===== src/rtl/uart_rx.sv =====
// 8N1 UART receiver: 2-flop line synchronizer, mid-bit sampling FSM, and a
// one-entry output register with valid/ready handshake plus error pulses.
`timescale 1ns/1ps
module uart_rx #(
   parameter int CLKS_PER_BIT = 435,
   parameter int HALF_BIT     = CLKS_PER_BIT / 2,
   parameter int CNT_W        = 16
) (
   input  logic       rx_clk,
   input  logic       rx_rst,
   input  logic       rx_serial_in,
   output logic [7:0] rx_data,
   output logic       rx_valid,
   input  logic       rx_ready,
   output logic       rx_frame_err,
   output logic       rx_overrun,
   output logic       rx_busy
);

   localparam logic [2:0] S_IDLE  = 3'd0;
   localparam logic [2:0] S_START = 3'd1;
   localparam logic [2:0] S_DATA  = 3'd2;
   localparam logic [2:0] S_STOP  = 3'd3;
   localparam logic [2:0] S_BREAK = 3'd4;

   localparam logic [CNT_W-1:0] CNT_FULL = CNT_W'(CLKS_PER_BIT - 1);
   localparam logic [CNT_W-1:0] CNT_HALF = CNT_W'(HALF_BIT - 1);
   localparam logic [CNT_W-1:0] CNT_ONE  = CNT_W'(1);

   logic             sync1_q, sync2_q, prev_q;
   logic             init_q, armed_q, armed_d;
   logic [2:0]       state_q, state_d;
   logic [CNT_W-1:0] cnt_q, cnt_d;
   logic [2:0]       bit_q, bit_d;
   logic [7:0]       shift_q, shift_d;
   logic             done_q, done_d;
   logic             ferr_q, ferr_d;
   logic [7:0]       data_q, data_d;
   logic             valid_q, valid_d;
   logic             ovr_q, ovr_d;
   logic             s;

   assign s = sync2_q;

   // Start edges only count once the line has been seen high after reset,
   // so releasing reset while the line is low mid-frame cannot fake a start.
   assign armed_d = armed_q | (init_q & sync1_q);

   always_comb begin
      state_d = state_q;
      cnt_d   = cnt_q;
      bit_d   = bit_q;
      shift_d = shift_q;
      done_d  = 1'b0;
      ferr_d  = 1'b0;
      case (state_q)
         S_IDLE: begin
            cnt_d = '0;
            if (armed_q && prev_q && !s) state_d = S_START;
         end
         S_START: begin
            if (cnt_q == CNT_HALF) begin
               cnt_d   = '0;
               bit_d   = '0;
               state_d = s ? S_IDLE : S_DATA;
            end else begin
               cnt_d = cnt_q + CNT_ONE;
            end
         end
         S_DATA: begin
            if (cnt_q == CNT_FULL) begin
               cnt_d   = '0;
               shift_d = {s, shift_q[7:1]};
               bit_d   = bit_q + 3'd1;
               if (bit_q == 3'd7) state_d = S_STOP;
            end else begin
               cnt_d = cnt_q + CNT_ONE;
            end
         end
         S_STOP: begin
            if (cnt_q == CNT_FULL) begin
               cnt_d = '0;
               if (s) begin
                  done_d  = 1'b1;
                  state_d = S_IDLE;
               end else begin
                  ferr_d  = 1'b1;
                  state_d = S_BREAK;
               end
            end else begin
               cnt_d = cnt_q + CNT_ONE;
            end
         end
         S_BREAK: begin
            cnt_d = '0;
            if (s) state_d = S_IDLE;
         end
         default: begin
            cnt_d   = '0;
            state_d = S_IDLE;
         end
      endcase
   end

   // Output buffer: a completed byte loads if the slot is empty or draining.
   always_comb begin
      data_d  = data_q;
      valid_d = valid_q;
      ovr_d   = 1'b0;
      if (valid_q && rx_ready) valid_d = 1'b0;
      if (done_q) begin
         if (!valid_q || rx_ready) begin
            data_d  = shift_q;
            valid_d = 1'b1;
         end else begin
            ovr_d = 1'b1;
         end
      end
   end

   always_ff @(posedge rx_clk or posedge rx_rst) begin
      if (rx_rst) begin
         sync1_q <= 1'b1;
         sync2_q <= 1'b1;
         prev_q  <= 1'b1;
         init_q  <= 1'b0;
         armed_q <= 1'b0;
         state_q <= S_IDLE;
         cnt_q   <= '0;
         bit_q   <= '0;
         shift_q <= '0;
         done_q  <= 1'b0;
         ferr_q  <= 1'b0;
         data_q  <= '0;
         valid_q <= 1'b0;
         ovr_q   <= 1'b0;
      end else begin
         sync1_q <= rx_serial_in;
         sync2_q <= sync1_q;
         prev_q  <= sync2_q;
         init_q  <= 1'b1;
         armed_q <= armed_d;
         state_q <= state_d;
         cnt_q   <= cnt_d;
         bit_q   <= bit_d;
         shift_q <= shift_d;
         done_q  <= done_d;
         ferr_q  <= ferr_d;
         data_q  <= data_d;
         valid_q <= valid_d;
         ovr_q   <= ovr_d;
      end
   end

   assign rx_data      = data_q;
   assign rx_valid     = valid_q;
   assign rx_frame_err = ferr_q;
   assign rx_overrun   = ovr_q;
   assign rx_busy      = (state_q != S_IDLE);

endmodule


===== config.mk =====
export PLATFORM = sky130hd
export DESIGN_NAME = uart_rx
export DESIGN_NICKNAME = d
export VERILOG_FILES = /design/src/rtl/uart_rx.sv
export SDC_FILE = /design/constraint.sdc
export NUM_CORES = 1
export LEC_CHECK = 0
export CORE_UTILIZATION = 65
export CTS_BUF_LIST = sky130_fd_sc_hd__clkbuf_2 sky130_fd_sc_hd__clkbuf_4 sky130_fd_sc_hd__clkbuf_8
export CTS_CLUSTER_DIAMETER = 30
export DETAILED_ROUTE_END_ITERATION = 10
export PLACE_DENSITY = 0.84
export SETUP_SLACK_MARGIN = 0.5
export SYNTH_ARGS = -nofsm -noshare
export SYNTH_HDL_FRONTEND = slang
export SYNTH_SLANG_ARGS = --single-unit

===== constraint.sdc =====
create_clock -name rx_clk -period 4 [get_ports rx_clk]
set_input_delay 0.8 -clock rx_clk [delete_from_list [all_inputs] [get_ports rx_clk]]
set_output_delay 0.8 -clock rx_clk [all_outputs]
set_load 0.02 [all_outputs]

==> impl_metrics.csv <==
group,metric,value,unit
run_status,outcome,"finished, final reports clean",
worst_hold_path,hp-class,"reg -> reg",
yosys,ys_ff_latch,47,
detailed_routing,drt_first_pass_iters,4,
yosys,ys_types,40,
flow_run,cap_violations,0,
finish,nNetsFinal,220,
power,swShare,30.1,%
place,portBuffers,15,
sta,rsz0062_at_grt,"no",
clocking,clk_latency,360,ps
detailed_routing,ant_nets,0,
critical_path,critPathCaptureType,"primary output",
clocking,numCtsBuffers,5,
power,total_power,0.989,mW
sta,setup_ws,1430,ps
die,die_w,60.4,um
clocking,clockBufferDepth,2,
power,vdd_ir_drop_max,0.343,mV
grt,grt_util_all_layers,25.4,%
clocking,cts_sinks,47,
critical_path,cpPeakStageDelay,540,ps
critical_path,path_class,"reg -> out",
power,p_per_area,401,nW/um^2
yosys,synthesis.nets,204,
clocking,cts-root-buf,"clkbuf_4",
sta,hold_viol,0,
detailed_routing,drt_iter0_drc,99,
power,combPwrFrac,19.6,%
clocking,cts_tree,"yes",
power,p_seq_share,54.8,%
power,p_clk_share,25.7,%
critical_path,rrSetupSlack,2020,ps
grt,grt_pass1_vias,1466,
finish,synthToLayoutAreaGrowth,11.2,%
detailed_routing,via_per_inst,5.91,
yosys,syn_avg_cell_area,11.4,sq um
yosys,netlist_area,2220,sq um
sta,fmax,389,MHz
place,pre_cts_ws,1840,ps
clocking,cts_resized,0,
power,p_sw,0.298,mW
critical_path,crit_slowest_cell,"clkdlybuf4s50_1",
die,dieArea,3650,sq um
sta,slew_viol_final,0,
place,gp_congestion,0.873,
power,leakagePower,1.13,nW
sta,max_slew_margin,47.0,%
sta,min_period,2570,ps
clocking,cts_max_level,2,
detailed_routing,drc,0,
yosys,ys.warnings.count,0,
finish,final_common_cell,"dfrtp_1",
die,row_count,20,
finish,mostFrequentLayoutCells,"dfrtp_1, nor2_1, mux2_2, clkdlybuf4s50_1, xnor2_1",
detailed_routing,totalWireLength,3900,um
sta,fin_hold_ws,376,ps
yosys,syn_inst,195,
critical_path,cp_max_fo,8,
finish,fillers,214,
finish,utilization,78.2,%
sta,post-route-period-util,64.3,%
grt,antenna_found_initial,0,
clocking,ctsHoldBuffers,0,
detailed_routing,vias,1512,
sta,tightest_slew,794,ps
finish,final_area,2460,sq um
clocking,clkSlewWorstSetupHoldPaths,120,ps
finish,antenna_cells,0,
sta,setup_tns,0,ps
critical_path,critPathRequiredTime,3200,ps
place,placed_area,2390,sq um
finish,final_cell_count_no_fill,256,
place,placedCellCount,248,
die,die_y,60.4,um
critical_path,crit_chain,"or3_1, clkdlybuf4s50_1",
die,core,3150,sq um
finish,seq_area,1180,sq um
grt,grt_first_pass_wirelength,6560,um
die,io_pins,16,
place,dp_hpwl,2640,um
finish,drive_above_1_share,15.6,%
finish,multi_input_area,962,sq um
sta,fin_skew,6.96,ps
detailed_routing,routedWlPerCell,15.2,um
power,power.internal,0.691,mW
grt,gr-total-overflow,0,
sta,setup_viol,0,
die,start_util,70.3,%
clocking,post_cts_buffers,0,
grt,grt_max_degree,48,
yosys,yosysSeqAreaShare,53.2,%
critical_path,critPathLaunchType,"flip-flop",
critical_path,crit_arrival,1770,ps
registers in the layout, summed over array words and instances (netlist names), 3 cells and up:
name / count
bit_q: 3
cnt_q: 16
rx_data: 8
shift_q: 8
state_q: 3
synthesized netlist by cell type, drive strengths merged:
master,count,area (sq um)
nand3,10,50.1
xor2,2,17.5
or3,1,6.26
a32oi,1,8.76
nand2,10,37.5
mux2,15,169
dfrtp,44,1100
nor2,23,93.8
nor3,4,20.0
or2,1,6.26
and3b,1,8.76
nand4,8,62.6
nor4bb,2,20.0
nor4,7,73.8
a21oi,2,10.0
o21ai,2,10.0
clkbuf,4,16.3
conb,1,3.75
nand4bb,1,11.3
nor3b,2,15.0
xnor2,12,105
buf,3,21.3
and4,2,17.5
ha,5,62.6
inv,10,37.5
and3,2,12.5
nor2b,2,12.5
nand2b,3,18.8
o22ai,2,12.5
mux2i,2,20.0
o211ai,5,37.5
a22oi,1,21.3
a21o,1,7.51
dfstp,3,78.8
and4b,1,10.0
cells by family after synthesis:
logic type      after synthesis  synth area share, %
fa+ha+maj                     5                 2.82
xor+xnor                     14                 5.53
compound gates               14                 4.85
other cells                   1                0.169
flops                        47                 53.2
mux                          17                 8.52
simple gates                 80                 21.5
buf+inv                      17                 3.39
final cells by class:
cell class / count / area share, %
sequential: 47 / 47.9
multi-input combinational: 131 / 39.0
timing repair buffer: 16 / 6.40
clock buffer: 8 / 2.94
tap: 44 / 2.23
inverter: 10 / 1.52
final timing paths:
path                       cells after the start                endpoint                    from
max                                            2                 rx_busy  state_q[0]$_DFFE_PP0P_
min                                            0             s$_DFF_PP1_       sync1_q$_DFF_PP1_
max reg2reg                                    4  shift_q[0]$_DFFE_PP0P_      cnt_q[2]$_DFF_PP0_
min reg2reg                                    0             s$_DFF_PP1_       sync1_q$_DFF_PP1_
max in group asynchronous                      3             s$_DFF_PP1_                  rx_rst
min in group asynchronous                      3     cnt_q[13]$_DFF_PP0_                  rx_rst
per-layer routing:
layer  up-vias  part of all wire, %  wire length, um  track usage, %
li1        714                    -                -               -
met1       735                   43             1670            31.1
met2        51                   50             1940            41.0
met3        12                  4.9              192            6.61
met4         0                  2.4               94            14.6
met5         -                    0                0               0
critical path: cells and delay by family (launching register included):
kind / cells / cell delay, ps
buffers and inverters: 1 / 540
flip-flops: 1 / 480
AND/OR/NAND/NOR: 1 / 380
power by group through the flow:
stage / registers [mW] / clock network (mW) / logic [mW]
5_1_grt: 0.548 / 0.277 / 0.219
6_report: 0.542 / 0.254 / 0.193
3_5_place_dp: 0.550 / 0 / 0.194
3_3_place_gp: 0.547 / 0 / 0.185
2_1_floorplan: 0.529 / 0 / 0.177
4_1_cts: 0.541 / 0.260 / 0.196
(Power assumes the default switching activity.)
